## src/rtl/snake_step_controller.sv

```systemverilog
// Two-snake game tick sequencer: snapshots the board register, resolves
// moves/collisions and streams single-word writes back to the register.
module snake_step_controller #(
  parameter int GRID_W = 10,
  parameter int GRID_H = 10,
  parameter int INIT1  = 11,
  parameter int INIT2  = 88
) (
  input  logic         clock,
  input  logic         reset,
  input  logic [423:0] state_in,
  input  logic         init_req,
  input  logic         step_req,
  output logic         busy,
  output logic         done,
  output logic [31:0]  wr_value,
  output logic [31:0]  wr_index,
  output logic         wr_enable
);

  typedef enum logic [2:0] {
    S_IDLE, S_ACC, S_CALC, S_INIT, S_MOVE, S_COLL, S_DONE
  } state_t;

  state_t       state_q, state_d;
  logic [3:0]   idx_q, idx_d;
  logic         init_q, init_d;
  logic [199:0] cells_q, cells_d;
  logic [6:0]   h1_q, h1_d, h2_q, h2_d;
  logic [31:0]  len1_q, len1_d, len2_q, len2_d;
  logic [31:0]  stage_q, stage_d;
  logic [1:0]   dir1_q, dir1_d, dir2_q, dir2_d;
  logic         busy_q, busy_d, done_q, done_d;
  logic         wen_q, wen_d;
  logic [31:0]  widx_q, widx_d, wval_q, wval_d;
  logic [6:0]   n1, n2;
  logic         o1, o2;
  logic [2:0]   outcome;
  logic         unused;

  // Only position bits [6:0] and direction bits [1:0] carry meaning.
  assign unused = ^{state_in[231:207], state_in[263:239],
                    state_in[391:362], state_in[423:394]};

  function automatic logic [6:0] next_cell(input logic [6:0] pos,
                                           input logic [1:0] dir);
    logic [6:0] row, col;
    row = pos / 7'(GRID_W);
    col = pos % 7'(GRID_W);
    case (dir)
      2'd0: row = (row == 7'd0) ? 7'(GRID_H - 1) : row - 7'd1;
      2'd1: col = (col == 7'(GRID_W - 1)) ? 7'd0 : col + 7'd1;
      2'd2: row = (row == 7'(GRID_H - 1)) ? 7'd0 : row + 7'd1;
      default: col = (col == 7'd0) ? 7'(GRID_W - 1) : col - 7'd1;
    endcase
    return row * 7'(GRID_W) + col;
  endfunction

  function automatic logic [1:0] cell_at(input logic [199:0] c,
                                         input logic [6:0] n);
    logic [199:0] s;
    s = c >> {n, 1'b0};
    return s[1:0];
  endfunction

  // Next heads, occupancy and collision outcome from the snapshot.
  always_comb begin
    n1 = next_cell(h1_q, dir1_q);
    n2 = next_cell(h2_q, dir2_q);
    o1 = cell_at(cells_q, n1) != 2'd0;
    o2 = cell_at(cells_q, n2) != 2'd0;
    outcome = 3'd0;
    if (n1 == n2 || (o1 && o2)) outcome = 3'd4;
    else if (o1)                outcome = 3'd2;
    else if (o2)                outcome = 3'd3;
  end

  // Sequencer next state and snapshot capture.
  always_comb begin
    state_d = state_q;
    idx_d   = idx_q;
    init_d  = init_q;
    cells_d = cells_q;
    h1_d    = h1_q;
    h2_d    = h2_q;
    len1_d  = len1_q;
    len2_d  = len2_q;
    stage_d = stage_q;
    dir1_d  = dir1_q;
    dir2_d  = dir2_q;
    case (state_q)
      S_IDLE: begin
        if (init_req) begin
          state_d = S_ACC;
          init_d  = 1'b1;
        end else if (step_req) begin
          state_d = S_ACC;
          init_d  = 1'b0;
          cells_d = state_in[199:0];
          h1_d    = state_in[206:200];
          h2_d    = state_in[238:232];
          len1_d  = state_in[295:264];
          len2_d  = state_in[327:296];
          stage_d = state_in[359:328];
          dir1_d  = state_in[361:360];
          dir2_d  = state_in[393:392];
        end
      end
      S_ACC: begin
        idx_d   = 4'd0;
        state_d = init_q ? S_INIT : S_CALC;
      end
      S_CALC: begin
        idx_d = 4'd0;
        if (stage_q != 32'd1)      state_d = S_DONE;
        else if (outcome != 3'd0)  state_d = S_COLL;
        else                       state_d = S_MOVE;
      end
      S_INIT: begin
        if (idx_q == 4'd8) state_d = S_DONE;
        else               idx_d = idx_q + 4'd1;
      end
      S_MOVE: begin
        if (idx_q == 4'd5) state_d = S_DONE;
        else               idx_d = idx_q + 4'd1;
      end
      S_COLL:  state_d = S_DONE;
      S_DONE:  state_d = S_IDLE;
      default: state_d = S_IDLE;
    endcase
    busy_d = state_d != S_IDLE;
    done_d = state_d == S_DONE;
  end

  // Write port contents for the upcoming cycle, registered below.
  always_comb begin
    wen_d  = 1'b0;
    widx_d = 32'd0;
    wval_d = 32'd0;
    case (state_d)
      S_INIT: begin
        wen_d = 1'b1;
        case (idx_d)
          4'd0: begin widx_d = 32'(INIT1); wval_d = 32'd1; end
          4'd1: begin widx_d = 32'(INIT2); wval_d = 32'd2; end
          4'd2: begin widx_d = 32'd100; wval_d = 32'(INIT1); end
          4'd3: begin widx_d = 32'd101; wval_d = 32'(INIT2); end
          4'd4: begin widx_d = 32'd102; wval_d = 32'd1; end
          4'd5: begin widx_d = 32'd103; wval_d = 32'd1; end
          4'd6: begin widx_d = 32'd105; wval_d = 32'd1; end
          4'd7: begin widx_d = 32'd106; wval_d = 32'd3; end
          default: begin widx_d = 32'd104; wval_d = 32'd1; end
        endcase
      end
      S_MOVE: begin
        wen_d = 1'b1;
        case (idx_d)
          4'd0: begin widx_d = {25'd0, n1}; wval_d = 32'd1; end
          4'd1: begin widx_d = 32'd100; wval_d = {25'd0, n1}; end
          4'd2: begin widx_d = 32'd102; wval_d = len1_q + 32'd1; end
          4'd3: begin widx_d = {25'd0, n2}; wval_d = 32'd2; end
          4'd4: begin widx_d = 32'd101; wval_d = {25'd0, n2}; end
          default: begin widx_d = 32'd103; wval_d = len2_q + 32'd1; end
        endcase
      end
      S_COLL: begin
        wen_d  = 1'b1;
        widx_d = 32'd104;
        wval_d = {29'd0, outcome};
      end
      default: ;
    endcase
  end

  // State, snapshot and registered outputs.
  always_ff @(posedge clock or negedge reset) begin
    if (!reset) begin
      state_q <= S_IDLE;
      idx_q   <= 4'd0;
      init_q  <= 1'b0;
      cells_q <= '0;
      h1_q    <= '0;
      h2_q    <= '0;
      len1_q  <= '0;
      len2_q  <= '0;
      stage_q <= '0;
      dir1_q  <= '0;
      dir2_q  <= '0;
      busy_q  <= 1'b0;
      done_q  <= 1'b0;
      wen_q   <= 1'b0;
      widx_q  <= '0;
      wval_q  <= '0;
    end else begin
      state_q <= state_d;
      idx_q   <= idx_d;
      init_q  <= init_d;
      cells_q <= cells_d;
      h1_q    <= h1_d;
      h2_q    <= h2_d;
      len1_q  <= len1_d;
      len2_q  <= len2_d;
      stage_q <= stage_d;
      dir1_q  <= dir1_d;
      dir2_q  <= dir2_d;
      busy_q  <= busy_d;
      done_q  <= done_d;
      wen_q   <= wen_d;
      widx_q  <= widx_d;
      wval_q  <= wval_d;
    end
  end

  assign busy      = busy_q;
  assign done      = done_q;
  assign wr_enable = wen_q;
  assign wr_index  = widx_q;
  assign wr_value  = wval_q;

endmodule

```

## config.mk

```make
export PLATFORM = sky130hd
export DESIGN_NAME = snake_step_controller
export DESIGN_NICKNAME = d
export VERILOG_FILES = /design/src/rtl/snake_step_controller.sv
export SDC_FILE = /design/constraint.sdc
export NUM_CORES = 1
export LEC_CHECK = 0
export ABC_AREA = 1
export BUFFER_PORTS_ARGS = -buffer_cell sky130_fd_sc_hd__buf_4
export CAP_MARGIN = 20
export CORE_MARGIN = 1.5
export CORE_UTILIZATION = 45
export CTS_BUF_LIST = sky130_fd_sc_hd__clkbuf_2
export CTS_CLUSTER_DIAMETER = 80
export DETAILED_ROUTE_END_ITERATION = 16
export GPL_TIMING_DRIVEN = 0
export MAX_ROUTING_LAYER = met4
export PLACE_DENSITY = 0.8
export SYNTH_ARGS = -nofsm -noshare
export SYNTH_HDL_FRONTEND = slang
export SYNTH_SLANG_ARGS = --single-unit
```

## constraint.sdc

```tcl
create_clock -name clock -period 8.45 [get_ports clock]
set_input_delay 1.69 -clock clock [delete_from_list [all_inputs] [get_ports clock]]
set_output_delay 1.69 -clock clock [all_outputs]
set_load 0.005 [all_outputs]
```

==> metrics.txt, run 1 <==
htree depth=3; Placeable Area=between 0.04 and 0.05 sq mm; 1st-pass router iterations=6; CTS sink count=~360; Routed Antenna Nets=0; via count of the routed design=~21000; Post-synth EDFFs=0; # IOs=around 500; initial antenna violation count=3; synthesized flop and latch total=364; die area=between 0.04 and 0.05 sq mm; CTS tree=built; Net count, final=3462; Detailed Place HPWL=about 56000 um; clock buffer depth=3; routed vias/inst=5.612; setup ws final=0.9670 ns; worst-margin pin slew=about 1.1 ns; Crit path depth=just over 40; Worst-Skew Late Latency=~1.2 ns; Setup CP Type=reg -> reg; die height=around 220 um; R2R Setup Slk=just under 1 ns; cells on worst reg2reg path=a little over 40; Min-Delay Endpoint=len2_q[27]; wire per inst=roughly 20 um; worst reg2reg endpoint=wr_index[2]; IO buf count=between 300 and 400; clock skew=~0.13 ns; Register Area=around 0.0091 sq mm; GRT overflow=0; Worst EP required=about 9.4 ns; Data arrival, critical path=8.47 ns; CTS-repair resized insts=0; sequential fraction of the synthesis area=0.4317; Area Growth Syn to Fin=21.52%; Final Hold Viols=0; most frequent CP cell=nand2_1; Setup Buffers After CTS=0; routed wire length=~75000 um; pin count of the biggest net entering global routing=116; cts bufs inserted=a little under 100; synth cell count leaders=364 x dfrtp_1, 315 x nand2_1, 276 x nor2_1, 252 x inv_1, 230 x a21oi_1; first-pass GRT wire length=112900 um; HP Start=len2_q[27]; cell count after synthesis=approximately 2500; worst-path fanout max=10; # DRC=0; element type at the critical path end=flip-flop; pre-CTS WS=1.284 ns; Final Setup Violations=0; Placed Instance Area=roughly 0.025 sq mm; Synth top area share=0.4317; fin crit share=0.8856; Worst slew margin=0.2994; Hold WC Path Type=reg -> reg; row count=79; global placement routability congestion=1.009; total number of yosys warnings=0; Setup crit start kind=flip-flop; max_cap viols=0; cts hold-fix bufs=0; slowest stage cell on the critical path=clkinv_1; unrepaired setup endpoints after global routing=false; most frequent cell after synthesis=dfrtp_1; Cell Area, Synth=0.02110 sq mm; Fin Setup TNS=0 ns; mean post-synth cell area=~8.4 sq um; min cycle time layout=7.483 ns; post-synth cell types=65; RR Startpoint=h1_q[5]; Top delay family on crit path=simple AND/OR/NAND/NOR gates; CP peak stage delay=a little over 0.7 ns; clock transition at the registers of the reported paths=about 0.1 ns; vias in the first global route=approximately 20000; dominant cells by area after synthesis=dfrtp_1 43%, mux2_2 9.8%, nand2_1 5.6%, a21oi_1 5.5%, nor2_1 4.9%; hold_ws=a little over 0.5 ns; CP Launch Point=h1_q[5]; Finished Cell Area=around 0.026 sq mm; CP Buf/Inv Count=8; status=finished clean; worst hold path depth=1; Post-synth ARST share=1.000; GRT Util Overall=0.3198; share of cells above drive strength 1=0.2879; Clock Tree Root=clkbuf_2; initial cell density of the core=0.4542; fmax=approximately 130 MHz; DR iter-0 viols=2416; multi-input logic area=around 0.010 sq mm; Fillers=around 4300; die width=219.5 um; leading register cell type out of synthesis=dfrtp_1; cell taking the most area after synthesis=dfrtp_1; final count of pins violating max slew=0
==> placed cells by master, fill, tap and decap left out, types with 20 or more instances in the layout <==
cell,n
a21oi_1,230
buf_4,385
clkbuf_1,89
clkbuf_2,130
clkinv_1,25
conb_1,29
dfrtp_1,364
ha_1,38
inv_1,252
inv_2,27
mux2_2,183
nand2_1,315
nand2_2,28
nand3_1,144
nor2_1,276
nor3_1,35
o211ai_1,33
o21ai_0,173
o21ai_1,22
xor2_1,20
==> per-stage QoR <==
stage | util | instances
final | 0.5520 | 3663
after global routing | 0.5520 | 3663
after CTS | 0.5513 | 3658
after detailed placement | 0.5333 | 3497
after global placement | 0.5308 | 3492
after floorplan | - | 2526
==> how the worst max path moves through the flow <==
stage / end
global route: wr_index[2]
CTS: wr_index[2]
floorplan: wr_index[2]
finish: wr_index[2]
global placement: wr_index[2]
detailed placement: wr_index[2]
==> flip-flops by register name, indices dropped and copies added (netlist names) <==
register and cells:
idx_q 4, stage_q 32, state_q 3, busy 1, h2_q 7, wr_value 32, h1_q 7, dir2_q 2
wr_index 7, wr_enable 1, cells_q 200, done 1, len1_q 32, dir1_q 2, len2_q 32, init_q 1
==> layer usage <==
metal | vias up | GRT usage | part of all wire
li1 | 9366 | - | -
met1 | 9649 | 0.3986 | 0.39
met2 | 1238 | 0.4641 | 0.43
met3 | 304 | 0.08986 | 0.11
met4 | 0 | 0.1849 | 0.059
met5 | - | - | 0
==> final cells by class <==
type | instances | share of cell area
timing repair buffer | 366 | 0.1105
clock inverter | 31 | 0.007173
multi-input combinational | 1728 | 0.4003
tap | 607 | 0.02962
clock buffer | 130 | 0.02537
buffer | 154 | 0.03050
antenna | 3 | 0.0002928
inverter | 280 | 0.04099
sequential | 364 | 0.3552
==> worst register-to-register path: cells and delay by family (launching register included) <==
kind	cells	cell delay (ns)
and+or+nand+nor	25	2.46
buffers and inverters	8	2.25
AOI/OAI and AO/OA	6	1.47
adders and majority gates	2	0.77
DFF	1	0.41
==> cells by family after synthesis <==
group,share of synthesized area
AO/OA/AOI/OAI,0.1503
XOR/XNOR,0.01121
adder cells (fa/ha/maj),0.02633
buffers and inverters,0.08687
flip-flops,0.4317
multiplexers,0.09813
other,0.0001777
AND/OR/NAND/NOR,0.1953
Power of run 1 is left out: the tool's default activity adds up to more than one toggle a clock period on the data nets, which glitch-free logic cannot reach.
==> inputs of run 2 (changes only) <==
Settings changed: ABC_AREA 1 to not set.
==> run 2 against run 1 <==
  * Synthesized area fell by 5.0%
  * Wire length fell by 24%
  * Count of clock-buffer cells in the layout rose by 7
  * Global-route usage fell by 6.4 points
==> metrics.txt, run 2 <==
first-pass GRT wire length=89090 um (-21%); clock skew=0.1081 ns (-0.02589 ns); 1st-pass router iterations=5 (-1); synth cell count leaders=364 x dfrtp_1, 314 x mux2_2, 188 x nor2_1, 89 x nand2_1, 54 x clkbuf_1; top routing layer used=met4; Setup CP Type=reg -> reg; global placement routability congestion=0.9217 (-8.7%); element type at the critical path end=flip-flop; Register Area=0.009109 sq mm (unchanged); Setup crit start kind=flip-flop; Hold WC Path Type=reg -> reg; Cell Area, Synth=0.02005 sq mm (-5.0%); most common cell after layout, fill and taps aside=buf_4; final count of pins violating max slew=0 (unchanged); die height=214.1 um (-2.5%); Net count, final=2695 (-22%); Data arrival, critical path=8.11 ns (-0.36 ns); multi-input logic area=0.01031 sq mm (+0.48%); fin cells=2895 (-21%); clock transition at the registers of the reported paths=0.09 ns (about the same); die area=0.04584 sq mm (-4.9%); Routed Antenna Nets=0 (unchanged); worst-path fanout max=10 (unchanged); dominant cells by area after synthesis=dfrtp_1 45%, mux2_2 18%, mux4_2 4.9%, nor2_1 3.5%, ha_1 2.4%; # IOs=495 (unchanged); GRT overflow=0 (unchanged); met3 routed WL=3998 um (-53%); DR iter-0 viols=1034 (-57%); Post-synth ARST share=1.000 (unchanged); htree depth=3 (unchanged); share of cells above drive strength 1=0.4166 (+0.1287); Placeable Area=0.04412 sq mm (-5.0%); routed vias/inst=5.481 (-2.3%); Worst-Skew Late Latency=1.13 ns (-0.08 ns); Top reg by flops=cells_q; Worst EP required=9.41 ns (-0.03 ns); sequential fraction of the synthesis area=0.4542 (+0.02254); Clock Tree Root=clkbuf_2; Area Growth Syn to Fin=22.73%; most frequent cell after synthesis=dfrtp_1; met1 WL=23110 um (-22%); unrepaired setup endpoints after global routing=false; initial cell density of the core=0.4545 (about the same); min cycle time layout=7.152 ns (-0.3308 ns); max_cap viols=0 (unchanged); fin crit share=0.8464 (-0.03915); total number of yosys warnings=0 (unchanged); leading register cell type out of synthesis=dfrtp_1; clock buffer depth=3 (unchanged); Setup Buffers After CTS=0 (unchanged); Final Hold Viols=0 (unchanged); Fin Setup TNS=0 ns (unchanged); cell count after synthesis=1737 (-30%); worst-margin pin slew=1.181 ns (+0.1304 ns); Final Setup Violations=0 (unchanged); routed wire length=56880 um (-24%); Worst slew margin=0.2098 (-0.08963); IO buf count=359 (unchanged); Finished Cell Area=0.02461 sq mm (-4.0%); Post-synth EDFFs=0 (unchanged); Synth top area share=0.4542 (+0.02254); die width=214.1 um (-2.5%); # DRC=0 (unchanged); post-synth cell types=90 (+38%); CTS-repair resized insts=0 (unchanged); vias in the first global route=16440 (-19%); cell taking the most area after synthesis=dfrtp_1; mean post-synth cell area=11.55 sq um (+37%); Fillers=3782 (-13%); cts hold-fix bufs=0 (unchanged); pin count of the biggest net entering global routing=128 (+10%); cts bufs inserted=95 (-3.1%); fmax=139.8 MHz (+4.6%); Placed Instances=2720 (-22%); initial antenna violation count=5 (+2); Placed Instance Area=0.02370 sq mm (-4.4%); status=finished clean; GRT Util Overall=0.2558 (-0.06398); synthesized flop and latch total=364 (unchanged); max FFs per register=200 (unchanged); most frequent cells in the layout=391 x buf_4, 364 x dfrtp_1, 314 x mux2_2, 188 x nor2_1, 137 x clkbuf_2; CTS tree=built; via count of the routed design=15870 (-23%); Detailed Place HPWL=43380 um (-22%); row count=77 (-2.5%); CTS sink count=364 (unchanged); met2 routed WL=27850 um (-14%); wire per inst=19.65 um (-4.0%)
## run 2: cell types whose count changed after synthesis, sizes merged, moves of 104 or more
| cell | before | now |
|---|---|---|
| a21oi | 232 | 41 |
| inv | 277 | 30 |
| mux2 | 183 | 315 |
| nand2 | 352 | 90 |
| nand3 | 155 | 51 |
| o21ai | 213 | 42 |
## run 2: area by class of cell
type / count / share of cell area
inverter: 31 / 0.004829
timing repair buffer: 363 / 0.1136
tap: 592 / 0.03009
multi-input combinational: 1253 / 0.4190
clock inverter: 32 / 0.008744
sequential: 364 / 0.3701
clock buffer: 137 / 0.02786
buffer: 117 / 0.02511
antenna: 6 / 0.0006100
## run 2: worst paths after layout
check                      startpoint      endpoint  slack (ns)  depth (start not counted)
max                           h1_q[2]  wr_value[19]        1.30                         25
min                            init_q        init_q        0.51                          1
max reg2reg                   h1_q[2]  wr_value[19]        1.30                         25
min reg2reg                    init_q        init_q        0.51                          1
max in group asynchronous       reset  cells_q[191]        6.61                          3
min in group asynchronous       reset    cells_q[4]        0.56                          1
## run 2: cell families (layout without fill, tap and decap cells)
group,count (synthesis),after routing,synth area share
XOR/XNOR,73,73,0.03357
multiplexers,406,406,0.2499
AND/OR/NAND/NOR,474,474,0.1129
flip-flops,364,364,0.4542
other,1,35,0.0001870
adder cells (fa/ha/maj),44,44,0.02870
buffers and inverters,148,680,0.03675
AO/OA/AOI/OAI,227,227,0.08379
## run 2: worst max-delay path, stage by stage (launching register included)
cell      delay [ns]
dfrtp_1         0.44
buf_2           0.21
nand2b_1        0.16
a21o_1          0.17
o21ai_1         0.56
xor2_1          0.23
xnor2_1         0.47
nor2_1          0.11
a21oi_1         0.20
a221oi_1        0.11
nor2_1          0.13
ha_1            0.18
inv_1           0.06
fa_1            0.58
clkbuf_1        0.53
clkbuf_1        0.63
mux4_2          0.35
mux2i_1         0.09
mux2i_1         0.19
nor3b_1         0.07
nor3_1          0.43
nand3_1         0.22
a211oi_4        0.37
a21oi_2         0.21
buf_6           0.20
a211oi_1        0.17
## run 2: metal layers
| metal | GRT usage | vias up |
|---|---|---|
| met3 | 0.06652 | 138 |
| li1 | - | 7290 |
| met2 | 0.4150 | 639 |
| met4 | 0.1077 | 0 |
| met1 | 0.3020 | 7800 |
| met5 | - | - |
## run 2: per-stage QoR
stage	util	setup WS [ns]	hold WS, ns
2_1_floorplan	-	2.668	0.4669
3_3_place_gp	0.5347	1.433	0.4829
3_5_place_dp	0.5370	1.349	0.4849
4_1_cts	0.5574	1.350	0.4849
5_1_grt	0.5578	0.8558	0.5296
6_report	0.5578	1.298	0.5090
Power of run 2 is left out for the same reason.
==> inputs of run 3 (changes only) <==
Settings changed: PLACE_DENSITY 0.8 to 0.83.
Clock period 8.45 ns to 6.4 ns, I/O delays scaled along.
==> run 3 against run 2 <==
  * Global-route usage is 0.35 points higher
  * Critical endpoint is now wr_value[4]
  * Worst setup slack lost 1.1 ns
  * Cell count up 0.48%
  * Cell area is 1.5% higher
  * Critical path type unchanged
  * Hold slack lost 0.21 ns
==> metrics.txt, run 3 (synthesized netlist as in run 2, its figures left out) <==
DR iter-0 viols=1031 (-0.29%); pin count of the biggest net entering global routing=132 (+3.1%); GRT overflow=0 (unchanged); clock buffer depth=3 (unchanged); share of cells above drive strength 1=0.4404 (+0.02378); CTS tree=built; min cycle time layout=6.194 ns (-0.9581 ns); # DRC=0 (unchanged); max_cap viols=0 (unchanged); # IOs=495 (unchanged); routed vias/inst=5.470 (-0.19%); max FFs per register=200 (unchanged); wire per inst=19.84 um (+0.97%); routed wire length=57710 um (+1.5%); multi-input logic area=0.01056 sq mm (+2.4%); first-pass GRT wire length=90510 um (+1.6%); final count of pins violating max slew=0 (unchanged); cts bufs inserted=96 (+1.1%); Final Hold Viols=0 (unchanged); initial cell density of the core=0.4545 (unchanged); Worst EP required=7.32 ns (-2.09 ns); die height=214.1 um (unchanged); 1st-pass router iterations=5 (unchanged); htree depth=3 (unchanged); global placement routability congestion=0.9255 (+0.41%); Placeable Area=0.04412 sq mm (unchanged); initial antenna violation count=1 (-4); die area=0.04584 sq mm (unchanged); vias in the first global route=16670 (+1.4%); pre-CTS WS=-0.7797 ns (-2.129 ns); Area Growth Syn to Fin=24.53%; Clock Tree Root=clkbuf_2; worst-path fanout max=10 (unchanged); clock transition at the registers of the reported paths=0.09 ns (about the same); row count=77 (unchanged); IO buf count=359 (unchanged); status=finished clean; setup ws final=0.2059 ns (-1.092 ns); worst-margin pin slew=1.015 ns (-0.1664 ns); most frequent cells in the layout=409 x buf_4, 362 x dfrtp_1, 314 x mux2_2, 187 x nor2_1, 138 x clkbuf_2; CTS sink count=364 (unchanged); most common cell after layout, fill and taps aside=buf_4; cts hold-fix bufs=0 (unchanged); Routed Antenna Nets=0 (unchanged); Net count, final=2713 (+0.67%); Detailed Place HPWL=43510 um (+0.31%); Register Area=0.009111 sq mm (about the same); Worst slew margin=0.3234 (+0.1136); fin crit share=0.9678 (+0.1214); Final Setup Violations=0 (unchanged); Data arrival, critical path=7.12 ns (-0.99 ns); Worst-Skew Late Latency=1.09 ns (-0.04 ns); via count of the routed design=15910 (+0.29%); Hold WC Path Type=in -> async; Fillers=3731 (-1.3%); die width=214.1 um (unchanged); fmax=161.4 MHz (+15%); GRT Util Overall=0.2593 (+0.003532); Top reg by flops=cells_q; clock skew=0.09213 ns (-0.01594 ns); Setup CP Type=reg -> reg; element type at the critical path end=flip-flop; Setup crit start kind=flip-flop
==> run 3: worst paths after layout <==
kind                                    start            to  slack [ns]  depth (start not counted)
min in group clock              state_in[194]  cells_q[194]        0.41                          2
worst max register to register        h1_q[4]   wr_value[4]        0.21                         24
worst max-delay path                  h1_q[4]   wr_value[4]        0.21                         24
worst min-delay path                    reset  wr_value[24]        0.30                          1
worst min register to register   cells_q[183]  cells_q[183]        0.51                          1
max in group asynchronous               reset  cells_q[171]        4.90                          2
==> run 3: layout make-up <==
| cell class | instances | share of cell area |
|---|---|---|
| clock inverters | 37 | 0.008517 |
| well taps | 592 | 0.02966 |
| multi-input cells | 1253 | 0.4228 |
| diodes | 1 | 0.0001002 |
| repair buffers | 380 | 0.1163 |
| plain buffers | 117 | 0.02600 |
| flip-flops and latches | 364 | 0.3648 |
| inverters | 31 | 0.004910 |
| clock buffers | 134 | 0.02686 |
==> run 3: metrics by stage <==
| step | hold WS, ns | std cells | cell area (sq um) | TNS [ns] | util |
|---|---|---|---|---|---|
| floorplan | 0.4669 | 1765 | 20160 | 0 | - |
| global placement | 0.4833 | 2716 | 23600 | -22.72 | 0.5347 |
| detailed placement | 0.4961 | 2719 | 23670 | -25.70 | 0.5364 |
| CTS | 0.1870 | 2895 | 24720 | 0 | 0.5603 |
| global route | 0.2578 | 2909 | 24970 | -0.09827 | 0.5660 |
| finish | 0.2998 | 2909 | 24970 | 0 | 0.5660 |
==> run 3: worst max-delay path: stages (launching register included) <==
cell      delay [ns]
dfrtp_1         0.47
nand2b_1        0.14
and4b_1         0.20
a211o_1         0.30
nor3_4          0.20
ha_1            0.22
nand2b_1        0.07
a21oi_2         0.21
nor3_1          0.10
a211oi_2        0.25
a211oi_2        0.08
ha_1            0.33
ha_1            0.22
fa_1            0.44
ha_1            0.36
xor2_2          0.28
buf_6           0.21
a211oi_1        0.05
and3_1          0.16
or4_1           0.58
a21o_1          0.25
a211oi_4        0.36
a21oi_2         0.13
buf_6           0.17
o32ai_2         0.32
==> run 3: layer usage <==
| layer | track usage | routed length (um) | vias to the layer above |
|---|---|---|---|
| met5 | - | 0 | - |
| met4 | 0.1002 | 1644 | 0 |
| met3 | 0.06014 | 3801 | 114 |
| met2 | 0.4239 | 28590 | 573 |
| met1 | 0.3118 | 23680 | 7885 |
| li1 | - | - | 7341 |
==> run 3: what timing repair did <==
action,4_1_cts,5_1_grt
gates cloned,0,0
setup buffers,5,13
gates resized for setup,27,36
endpoints found under the setup margin,40,40
pin swaps,5,5
Power of run 3 is left out for the same reason.
